**src/rtl/mpt2042_spi_frame_ctrl.sv**
```systemverilog
// Frame sequencer in front of the MPT2042 byte-wide SPI master: owns CS, paces bytes, gathers read data.
// Define MPT2042_FRAME_CRC_EN to append a CRC-8 (poly 0x07) byte after the data bytes.
module mpt2042_spi_frame_ctrl #(
    parameter int          MAX_BYTES       = 4,
    parameter logic [7:0]  CS_SETUP_CLKCNT = 8'd4,
    parameter logic [7:0]  BYTE_GAP_CLKCNT = 8'd2,
    parameter logic [7:0]  CS_HOLD_CLKCNT  = 8'd4,
    parameter logic [7:0]  CS_IDLE_CLKCNT  = 8'd8,
    parameter logic [15:0] TIMEOUT_CLKCNT  = 16'd1024
) (
    input  logic                   i_clk,
    input  logic                   i_rst,
    input  logic                   i_frame_req,
    input  logic [3:0]             i_frame_len,
    input  logic [8*MAX_BYTES-1:0] i_frame_wdata,
    output logic                   o_frame_busy,
    output logic                   o_frame_done,
    output logic                   o_frame_err,
    output logic [8*MAX_BYTES-1:0] o_frame_rdata,
    output logic                   o_spi_cs_n,
    output logic                   o_spicom_req,
    output logic [7:0]             o_spi_wdata,
    input  logic                   i_spicom_ready,
    input  logic                   i_spicom_done,
    input  logic [7:0]             i_spi_rdbyte
);
    // Byte handshake: a request is raised only after i_spicom_ready was seen high; o_spicom_req is a
    // one-cycle pulse with o_spi_wdata valid in that cycle; i_spicom_done/i_spi_rdbyte count only in BYTE_WAIT.
    typedef enum logic [3:0] {
        IDLE, CHECK, CS_SETUP, BYTE_REQ, BYTE_WAIT, BYTE_GAP, CS_HOLD, CS_IDLE, DONE
    } state_t;

    state_t                 state_q;
    logic [7:0]             cnt_q;
    logic [15:0]            to_cnt_q;
    logic [3:0]             len_q;
    logic [3:0]             idx_q;
    logic [3:0]             idx_nxt;
    logic [8*MAX_BYTES-1:0] wbuf_q;
    logic                   err_q;
`ifdef MPT2042_FRAME_CRC_EN
    logic [7:0]             crc_q;
    logic                   crc_phase_q;

    function automatic logic [7:0] crc8_step(input logic [7:0] crc, input logic [7:0] din);
        logic [7:0] c;
        c = crc ^ din;
        for (int i = 0; i < 8; i++) c = c[7] ? ((c << 1) ^ 8'h07) : (c << 1);
        return c;
    endfunction
`endif

    assign idx_nxt = idx_q + 4'd1;

    // A programmed count of 0 still spends one cycle in the state.
    function automatic logic cnt_last(input logic [7:0] cnt, input logic [7:0] limit);
        return ({1'b0, cnt} + 9'd1) >= {1'b0, limit};
    endfunction

    function automatic logic [8*MAX_BYTES-1:0] put_byte(input logic [8*MAX_BYTES-1:0] vec,
                                                        input logic [3:0] idx, input logic [7:0] din);
        logic [8*MAX_BYTES-1:0] v;
        v = vec;
        for (int b = 0; b < MAX_BYTES; b++)
            if (idx == 4'(b)) v[8*(MAX_BYTES-1-b) +: 8] = din;
        return v;
    endfunction

    always_ff @(posedge i_clk) begin
        if (i_rst) begin
            state_q       <= IDLE;
            cnt_q         <= 8'd0;
            to_cnt_q      <= 16'd0;
            len_q         <= 4'd0;
            idx_q         <= 4'd0;
            wbuf_q        <= '0;
            err_q         <= 1'b0;
            o_frame_busy  <= 1'b0;
            o_frame_done  <= 1'b0;
            o_frame_err   <= 1'b0;
            o_frame_rdata <= '0;
            o_spi_cs_n    <= 1'b1;
            o_spicom_req  <= 1'b0;
            o_spi_wdata   <= 8'd0;
`ifdef MPT2042_FRAME_CRC_EN
            crc_q         <= 8'd0;
            crc_phase_q   <= 1'b0;
`endif
        end else begin
            o_spicom_req <= 1'b0;
            o_frame_done <= 1'b0;
            o_frame_err  <= 1'b0;
            case (state_q)
                IDLE: if (i_frame_req) begin
                    len_q         <= i_frame_len;
                    wbuf_q        <= i_frame_wdata;
                    o_frame_rdata <= '0;
                    o_frame_busy  <= 1'b1;
                    err_q         <= 1'b0;
                    state_q       <= CHECK;
                end
                CHECK: begin
                    if (len_q == 4'd0 || int'(len_q) > MAX_BYTES) begin
                        o_frame_done <= 1'b1;
                        o_frame_err  <= 1'b1;
                        o_frame_busy <= 1'b0;
                        state_q      <= DONE;
                    end else begin
                        o_spi_cs_n <= 1'b0;
                        idx_q      <= 4'd0;
                        cnt_q      <= 8'd0;
`ifdef MPT2042_FRAME_CRC_EN
                        crc_q       <= 8'd0;
                        crc_phase_q <= 1'b0;
`endif
                        state_q    <= CS_SETUP;
                    end
                end
                CS_SETUP: begin
                    if (cnt_last(cnt_q, CS_SETUP_CLKCNT)) begin
                        cnt_q   <= 8'd0;
                        state_q <= BYTE_REQ;
                    end else cnt_q <= cnt_q + 8'd1;
                end
                BYTE_REQ: if (i_spicom_ready) begin
                    o_spicom_req <= 1'b1;
                    to_cnt_q     <= 16'd0;
                    state_q      <= BYTE_WAIT;
`ifdef MPT2042_FRAME_CRC_EN
                    if (crc_phase_q) o_spi_wdata <= crc_q;
                    else begin
                        o_spi_wdata <= wbuf_q[8*MAX_BYTES-1 -: 8];
                        crc_q       <= crc8_step(crc_q, wbuf_q[8*MAX_BYTES-1 -: 8]);
                        wbuf_q      <= wbuf_q << 8;
                    end
`else
                    o_spi_wdata <= wbuf_q[8*MAX_BYTES-1 -: 8];
                    wbuf_q      <= wbuf_q << 8;
`endif
                end
                BYTE_WAIT: begin
                    // Done beats timeout when both land in the same cycle.
                    if (i_spicom_done) begin
                        cnt_q <= 8'd0;
`ifdef MPT2042_FRAME_CRC_EN
                        if (crc_phase_q) state_q <= CS_HOLD;
                        else begin
                            o_frame_rdata <= put_byte(o_frame_rdata, idx_q, i_spi_rdbyte);
                            idx_q         <= idx_nxt;
                            if (idx_nxt == len_q) crc_phase_q <= 1'b1;
                            state_q       <= BYTE_GAP;
                        end
`else
                        o_frame_rdata <= put_byte(o_frame_rdata, idx_q, i_spi_rdbyte);
                        idx_q         <= idx_nxt;
                        state_q       <= (idx_nxt == len_q) ? CS_HOLD : BYTE_GAP;
`endif
                    end else if (to_cnt_q == TIMEOUT_CLKCNT - 16'd1) begin
                        err_q   <= 1'b1;
                        cnt_q   <= 8'd0;
                        state_q <= CS_HOLD;
                    end else to_cnt_q <= to_cnt_q + 16'd1;
                end
                BYTE_GAP: begin
                    if (cnt_last(cnt_q, BYTE_GAP_CLKCNT)) begin
                        cnt_q   <= 8'd0;
                        state_q <= BYTE_REQ;
                    end else cnt_q <= cnt_q + 8'd1;
                end
                CS_HOLD: begin
                    if (cnt_last(cnt_q, CS_HOLD_CLKCNT)) begin
                        o_spi_cs_n <= 1'b1;
                        cnt_q      <= 8'd0;
                        state_q    <= CS_IDLE;
                    end else cnt_q <= cnt_q + 8'd1;
                end
                CS_IDLE: begin
                    if (cnt_last(cnt_q, CS_IDLE_CLKCNT)) begin
                        cnt_q        <= 8'd0;
                        o_frame_done <= 1'b1;
                        o_frame_err  <= err_q;
                        o_frame_busy <= 1'b0;
                        state_q      <= DONE;
                    end else cnt_q <= cnt_q + 8'd1;
                end
                DONE:    state_q <= IDLE;
                default: state_q <= IDLE;
            endcase
        end
    end
endmodule

```
**config.mk**
```make
export PLATFORM = sky130hd
export DESIGN_NAME = mpt2042_spi_frame_ctrl
export DESIGN_NICKNAME = d
export VERILOG_FILES = /design/src/rtl/mpt2042_spi_frame_ctrl.sv
export SDC_FILE = /design/constraint.sdc
export NUM_CORES = 1
export LEC_CHECK = 0
export ABC_AREA = 0
export ABC_CLOCK_PERIOD_IN_PS = 3000
export BUFFER_PORTS_ARGS = -buffer_cell sky130_fd_sc_hd__clkbuf_2
export CAP_MARGIN = 30
export CORE_MARGIN = 4
export CORE_UTILIZATION = 35
export DETAILED_ROUTE_END_ITERATION = 6
export GPL_TIMING_DRIVEN = 0
export SYNTH_ARGS = -nofsm -noshare
export SYNTH_HDL_FRONTEND = slang
export SYNTH_SLANG_ARGS = --single-unit
```
**constraint.sdc**
```tcl
create_clock -name i_clk -period 3 [get_ports i_clk]
set_clock_uncertainty 0.05 [all_clocks]
set_input_delay 0.3 -clock i_clk [delete_from_list [all_inputs] [get_ports i_clk]]
set_output_delay 0.3 -clock i_clk [all_outputs]
set_load 0.005 [all_outputs]
```
==> reports/results.ini, run 1 <==
[status]
status = complete, no violations

[die]
die-area_um2 = 16800
rows = 44
io_pins = 94
initial_core_util_pct = 35.7
die_w_um = 130
die_h_um = 130
core-area_um2 = 14500

[detailed_routing]
final_antenna_net_count = 0
dr.pass1.iters = 4
wl_per_cell_um = 15.3
vias = 4593
drtIter0Drc = 196
remaining_drc_errors = 0
viasPerCell = 5.22
finalWirelength_um = 13500

[clock_network]
cts.clk_slew.worst_paths_ns = 0.05
clkLatencyLatePin_ns = 0.42
post_cts_resized = 0
cts_tree = done
cts_buffers = 17
clockBufferDepth = 2
cts_sinks = 114
cts-root-buf = clkbuf_16
htree_levels = 4
post_cts.repair.setup_buffers = 0
ctsHoldBuffers = 0

[critical_path]
cp_top_family = buffers and inverters
critPathLaunch = state_q[2]
critPathRequiredTime_ns = 3.27
crit_top_cell = clkbuf_1
critical_path.max_fanout = 10
path_cells = buf_2, inv_1, and4_1, clkbuf_1, or2_2, clkbuf_1, nor2_1, a211oi_1
crit_path_start_kind = register
crit_path_top_delay_cell = clkbuf_1
r2r-start = state_q[2]
cp.arrival_ns = 2.63
crit_path_end_kind = register
cpPeakStageDelay_ns = 0.41
cp_num_buf_inv = 4
path_class = reg -> reg

[finish]
area_delta_synth_final_pct = 24.3
antenna_cells = 0
utilization_pct = 44.4
drive_gt1_share_pct = 20.0
ff_latch_area_um2 = 2280
finalNetCount = 739
fillCellCount = 1410
multiInputGateArea_um2 = 2690
fin_cells = 880

[logic_synthesis]
synth_edf_count = 0
syn_area_um2 = 5170
syn-mean-instance-area_um2 = 9.04
synth_cell_types = 57
async_reset_ff_share_pct = 0
syn-instance-count = 572
syn_nets = 628
ys_ff_latch = 114
yosysSeqAreaShare_pct = 44.1
synthFlopType = dfxtp_1
yosysWarnings = 0

[timing]
finalSetupViolCount = 0
rsz0062_at_grt = false
finalHoldViolCount = 0
slew-limit-headroom_pct = 51.5
fmax_ghz = 0.423
fin_crit_sh_pct = 78.8
tns_ns = 0
slew_violations = 0
tightestPinTransition_ns = 0.728
layout_min_cycle_time_ns = 2.36

[grt]
grt_antenna_before_repair = 0
grt_pass1_vias = 4423
grt_pass1_wl_um = 21900
grt_max_degree = 17
grt.met3_usage_pct = 6.10
globalRouteMet1Util_pct = 21.3
gr-total-overflow = 0
grtUsageTotal_pct = 16.5
busiest_layer = met2
use_met2_pct = 25.2

[hold_path]
min-delay-start = i_frame_len[2]
hold_path.class = in -> reg

[pwr]
powerDensity_nw_per_um2 = 795
leakage_nw = 2.61
max-vdd-ir-drop_mv = 0.430
total_power_mw = 5.11

[job]
timing.max_cap.violations = 0

[placed_design]
place_hpwl_um = 9940
placed_cells_incl_taps = 848
place.gp.congestion = 0.872
io_buffers = 92

routing by layer:
metal	vias up	wire length, um
met4	0	243
met1	2164	6250
met2	125	6020
met3	17	973
met5	-	0
li1	2287	-
cell usage in the layout (no fill, tap or decap), types with 4 or more instances in the layout:
master      instances
a211oi_1           27
a21o_1              4
a21oi_1            37
a22oi_1             9
a311oi_1            4
and2_1              9
and3_1             13
and4_1              4
buf_1               4
buf_2               5
clkbuf_1           28
clkbuf_16          17
clkbuf_2           92
clkinv_2            5
clkinvlp_4          4
dfxtp_1           114
ha_1                7
inv_1               8
mux2i_1            64
nand2_1            33
nand2b_1            6
nand3_1             9
nand4_1             4
nor2_1             85
nor3_1              9
o211ai_1            4
o21ai_0            11
o31ai_1             7
or3_1               9
or4_1               8
xnor2_1             5
final timing paths:
path,end,slack (ns),cells after the start
max reg2reg,wbuf_q[31],0.64,8
min reg2reg,o_spi_wdata[4],0.40,2
max,wbuf_q[31],0.64,8
min,len_q[2],0.08,3
synth_stat cells, drive strengths merged (2+ instances only):
master,number,share of area (%)
dfxtp,114,44
nor2,87,6.4
mux2i,64,12
a21oi,38,3.9
nand2,33,2.4
clkbuf,28,2.0
a211oi,27,3.9
and3,13,1.6
o21ai,12,1.2
buf,11,1.2
a22oi,9,1.3
and2,9,1.1
nand3,9,0.87
nor3,9,0.87
or3,9,1.1
inv,8,0.58
or4,8,1.2
ha,7,1.7
o31ai,7,1.0
nand2b,6,0.73
xnor2,5,0.85
a21o,4,0.58
a311oi,4,0.68
and4,4,0.68
nand4,4,0.48
o211ai,4,0.58
nand3b,3,0.44
nor2b,3,0.36
nor3b,3,0.44
o21a,3,0.44
xor2,3,0.51
a31oi,2,0.24
nor4b,2,0.34
o41ai,2,0.34
logic make-up after synthesis:
kind of cell    synth area share (%)
fa+ha+maj                       1.69
buf+inv                         3.82
simple gates                    20.5
mux                             12.4
xor+xnor                        1.79
compound gates                  15.6
flops                           44.1
cell type report:
class / count / share of cell area [%]
clock buffers: 19 / 7.05
multi-input cells: 411 / 41.9
repair buffers: 92 / 7.17
well taps: 184 / 3.58
clock inverters: 13 / 1.73
inverters: 8 / 0.467
flip-flops and latches: 114 / 35.5
plain buffers: 39 / 2.61
sequential cells by signal, indices dropped and copies added (netlist names):
signal         count
cnt_q              8
idx_q              4
o_spi_wdata        8
o_spicom_req       1
len_q              4
state_q            4
err_q              1
o_frame_done       1
o_frame_busy       1
o_frame_err        1
o_spi_cs_n         1
wbuf_q            32
to_cnt_q          16
o_frame_rdata     32
power breakdown:
| group | switching, mW | internal, mW | leakage (nW) |
|---|---|---|---|
| Combinational | 0.815 | 0.535 | 1.41 |
| Clock | 0.730 | 1.18 | 0.271 |
| Sequential | 0.132 | 1.72 | 0.926 |
metrics by stage:
stage	instance area (um^2)	hold WS, ns	setup WS (ns)
final	6420	0.0795	0.636
after detailed placement	5860	0.396	0.669
after global placement	5860	0.395	0.720
after global routing	6420	0.0808	0.459
after floorplan	5170	0.382	0.936
after CTS	6420	0.0665	0.650
worst min-delay path, cell delays in order:
cell and delay (ns):
clkbuf_2 0.07, mux2i_1 0.06, nor2_1 0.07
Power figures use the tool's default switching activity.
==> run 2, diff against run 1 <==
Settings changed: ABC_CLOCK_PERIOD_IN_PS 3000 to 1900.
Clock period 3 ns to 1.9 ns, I/O delays scaled along.
==> reports/results.ini, run 2 (same netlist as run 1, synthesis figures left out) <==
[critical_path]
ff2ff_path_depth = 7
crit_path_start_kind = register
crit_path_end_kind = register
worst_r2r_endpoint = to_cnt_q[9]
worst-r2r-setup-slack_ns = -0.19
r2r-start = state_q[0]
critical_path.max_fanout = 5
path_class = reg -> reg
critPathRequiredTime_ns = 2.20
cp.arrival_ns = 2.39

[finish]
area_delta_synth_final_pct = 42.0
finalNetCount = 781
final_area_um2 = 7340
fillCellCount = 1287
antenna_cells = 0
fin_cells = 921
final_cell_mix = 105 x dfxtp_1, 96 x clkbuf_2, 81 x nor2_1
utilization_pct = 50.7
drive_gt1_share_pct = 34.5
final_common_cell = dfxtp_1
top_regs = o_frame_rdata (32), wbuf_q (32), to_cnt_q (16)

[detailed_routing]
finalWirelength_um = 14700
viasPerCell = 5.30
dr.pass1.iters = 6
wl_per_cell_um = 15.9
drtIter0Drc = 279
final_antenna_net_count = 0
remaining_drc_errors = 0
vias = 4879

[timing]
slew_violations = 0
layout_min_cycle_time_ns = 2.09
finalHoldViolCount = 0
rsz0062_at_grt = true
tightestPinTransition_ns = 0.750
slew-limit-headroom_pct = 50.0
tns_ns = -1.91
fmax_ghz = 0.479
timing.final.ws_setup_ns = -0.189
fin_crit_sh_pct = 110
finalSetupViolCount = 21
whs_ns = 0.0192

[die]
die_w_um = 130
io_pins = 94
initial_core_util_pct = 35.7
core-area_um2 = 14500
die-area_um2 = 16800
die_h_um = 130
rows = 44

[grt]
grtUsageTotal_pct = 17.6
grt_pass1_wl_um = 23700
grt_pass1_vias = 4837
grt_max_degree = 17
gr-total-overflow = 0
grt_antenna_before_repair = 0

[pwr]
total_power_mw = 9.28
sequentialPowerShare_pct = 31.7
swShare_pct = 32.3
pwr-share-comb_pct = 34.8
p_sw_mw = 3.00
leakage_nw = 2.99
cell_internal_pwr_mw = 6.28
powerDensity_nw_per_um2 = 1260
power_frac_clock_pct = 33.5
max-vdd-ir-drop_mv = 0.694

[job]
timing.max_cap.violations = 0

[clock_network]
htree_levels = 4
clkLatencyLatePin_ns = 0.41
cts_buffers = 17
clockBufferDepth = 2
cts_sinks = 114
cts.clk_slew.worst_paths_ns = 0.05
cts_tree = done
cts-root-buf = clkbuf_16

[placed_design]
pre_cts_ws_ns = -0.361
placed_cells_incl_taps = 848
place.gp.congestion = 0.880
io_buffers = 92
place_hpwl_um = 9900
placed_cell_area_um2 = 5870

[hold_path]
whs_path_depth = 3
min-delay-start = i_frame_len[3]
holdPathEnd = len_q[3]
hold_path.class = in -> reg

[status]
status = finished with violations
violations = setup timing

## run 2: cell count changes in the layout (fill, tap and decap cells not counted), moves of 8 or more
cell	before	now
a211oi_1	27	4
a211oi_2	0	22
buf_4	0	28
clkbuf_1	28	16
dfxtp_1	114	105
dfxtp_2	0	8
dlygate4sd3_1	0	11
## run 2: worst max-delay path by stage
stage,depth (start not counted),slack [ns],endpoint,startpoint
CTS,7,-0.18,to_cnt_q[7],state_q[0]
global route,7,-0.25,to_cnt_q[7],state_q[0]
finish,7,-0.19,to_cnt_q[9],state_q[0]
detailed placement,8,-0.36,wbuf_q[8],state_q[2]
floorplan,7,-0.15,to_cnt_q[9],state_q[0]
global placement,8,-0.33,wbuf_q[9],state_q[2]
## run 2: routing by layer
layer / share of wire, % / vias to the layer above / GRT usage, %
met3: 6.9 / 19 / 5.98
met4: 1.2 / 0 / 5.68
li1: - / 2366 / -
met5: 0 / - / 0
met2: 48 / 145 / 28.5
met1: 44 / 2349 / 22.3
## run 2: worst max-delay path: stages (launching register included)
cell	delay, ns
dfxtp_2	0.32
buf_6	0.11
or4b_4	0.52
a21oi_4	0.20
o21ai_4	0.09
buf_6	0.13
or4_1	0.48
a21oi_2	0.12
## run 2: power by group through the flow
stage               clock network, mW  registers (mW)  logic [mW]
floorplan                           0            2.91        1.60
global placement                    0            2.96        2.07
detailed placement                  0            2.97        2.12
CTS                              3.14            2.93        2.64
global route                     3.27            2.98        3.47
finish                           3.11            2.94        3.23
## run 2: what timing repair did
action	in CTS	in global routing
setup endpoints to repair	100	88
setup buffers	19	12
gates resized for setup	63	73
hold buffers	11	0
hold endpoints to repair	11	0
pin swaps	13	14
cloned	1	2
## run 2: final cells by class
class	count	area, um^2	share of cell area [%]
plain buffers	37	256	3.49
flip-flops and latches	114	2300	31.3
well taps	184	230	3.14
clock inverters	10	109	1.48
inverters	8	30.0	0.409
clock buffers	21	470	6.41
repair buffers	136	905	12.3
multi-input cells	411	3040	41.5
==> run 3, diff against run 2 <==
Settings changed: REMOVE_ABC_BUFFERS from default to 1.
==> reports/results.ini, run 3 (same netlist as run 1, synthesis figures left out) <==
[grt]
grt_pass1_vias = 4556
grt_pass1_wl_um = 22900
grt_max_degree = 52
grtUsageTotal_pct = 17.2
gr-total-overflow = 0
grt_antenna_before_repair = 0

[die]
rows = 44
io_pins = 94
initial_core_util_pct = 35.7
core-area_um2 = 14500
die-area_um2 = 16800
die_w_um = 130
die_h_um = 130

[critical_path]
crit_path_start_kind = register
cp.arrival_ns = 2.30
critical_path.max_fanout = 6
path_class = reg -> reg
critPathRequiredTime_ns = 2.20
worst-r2r-setup-slack_ns = -0.10
crit_path_end_kind = register

[placed_design]
placed_cells_incl_taps = 811
io_buffers = 93
place.gp.congestion = 0.805
placed_cell_area_um2 = 5720
place_hpwl_um = 8620

[clock_network]
cts_tree = done
clkLatencyLatePin_ns = 0.41
cts_buffers = 17
htree_levels = 4
clockBufferDepth = 2
cts.clk_slew.worst_paths_ns = 0.05
cts_sinks = 114
cts-root-buf = clkbuf_16

[detailed_routing]
dr.pass1.iters = 5
vias = 4754
wl_per_cell_um = 16.4
remaining_drc_errors = 0
viasPerCell = 5.31
final_antenna_net_count = 0
finalWirelength_um = 14600
drtIter0Drc = 275

[finish]
ff_latch_area_um2 = 2300
antenna_cells = 0
final_area_um2 = 7080
area_delta_synth_final_pct = 37.0
fin_cells = 895
drive_gt1_share_pct = 31.8
top_regs = o_frame_rdata (32), wbuf_q (32), to_cnt_q (16)
final_cell_mix = 104 x dfxtp_1, 92 x clkbuf_2, 83 x nor2_1
multiInputGateArea_um2 = 3020
fillCellCount = 1339
final_common_cell = dfxtp_1
finalNetCount = 754

[pwr]
max-vdd-ir-drop_mv = 0.564
powerDensity_nw_per_um2 = 1270
leakage_nw = 2.87

[status]
status = finished with violations
violations = setup timing

[timing]
finalSetupViolCount = 12
slew-limit-headroom_pct = 58.0
fmax_ghz = 0.499
whs_ns = 0.00409
layout_min_cycle_time_ns = 2.00
slew_violations = 0
tightestPinTransition_ns = 0.628
finalHoldViolCount = 0
rsz0062_at_grt = true
fin_crit_sh_pct = 105
timing.final.ws_setup_ns = -0.104

[hold_path]
hold_path.class = in -> reg

[job]
timing.max_cap.violations = 0

-- run 3: power breakdown --
| group | internal (mW) | switching (mW) |
|---|---|---|
| logic | 1.27 | 1.53 |
| registers | 2.73 | 0.252 |
| clock network | 2.04 | 1.15 |
| total | 6.04 | 2.94 |
-- run 3: through the flow --
| stage | power [mW] | setup WS, ns | TNS (ns) | util [%] |
|---|---|---|---|---|
| 2_1_floorplan | 4.38 | -0.844 | -34.30 | - |
| 3_3_place_gp | 4.90 | -1.57 | -96.40 | 39.4 |
| 3_5_place_dp | 4.95 | -1.60 | -94.94 | 39.5 |
| 4_1_cts | 8.59 | -0.162 | -3.39 | 46.8 |
| 5_1_grt | 9.40 | -0.144 | -1.72 | 48.9 |
| 6_report | 8.98 | -0.104 | -0.847 | 48.9 |
-- run 3: metal layers --
metal  share of wire (%)  global-route usage [%]
met2                  49                    27.5
met5                   0                       0
met3                 4.8                    4.70
met4                 1.6                    7.03
met1                  45                    21.9
-- run 3: worst paths after layout --
path / from / cells past startpoint / endpoint
worst max register to register: state_q[1] / 6 / to_cnt_q[7]
worst max-delay path: state_q[1] / 6 / to_cnt_q[7]
worst min-delay path: i_frame_wdata[1] / 3 / wbuf_q[1]
worst min register to register: wbuf_q[27] / 2 / o_spi_wdata[3]
-- run 3: layout make-up --
class | instances | share of cell area, %
multi-input cells | 417 | 42.7
well taps | 184 | 3.25
repair buffers | 140 | 12.8
clock buffers | 17 | 6.01
flip-flops and latches | 114 | 32.5
clock inverters | 15 | 2.35
inverters | 8 | 0.424
-- run 3: critical path, cell delays in order, from the launching register on --
cell	delay [ns]
dfxtp_4	0.36
or4b_4	0.56
a21oi_4	0.17
buf_6	0.12
o21ai_4	0.07
or4_1	0.49
a21oi_2	0.12
-- run 3: timing repair --
action                                  CTS  global route
endpoints found under the setup margin  114            88
gates resized for setup                  39            46
cloned                                    5             2
buffers inserted                         25             9
endpoints found under the hold margin    11             0
pin swaps                                18            22
hold buffers                             11             0
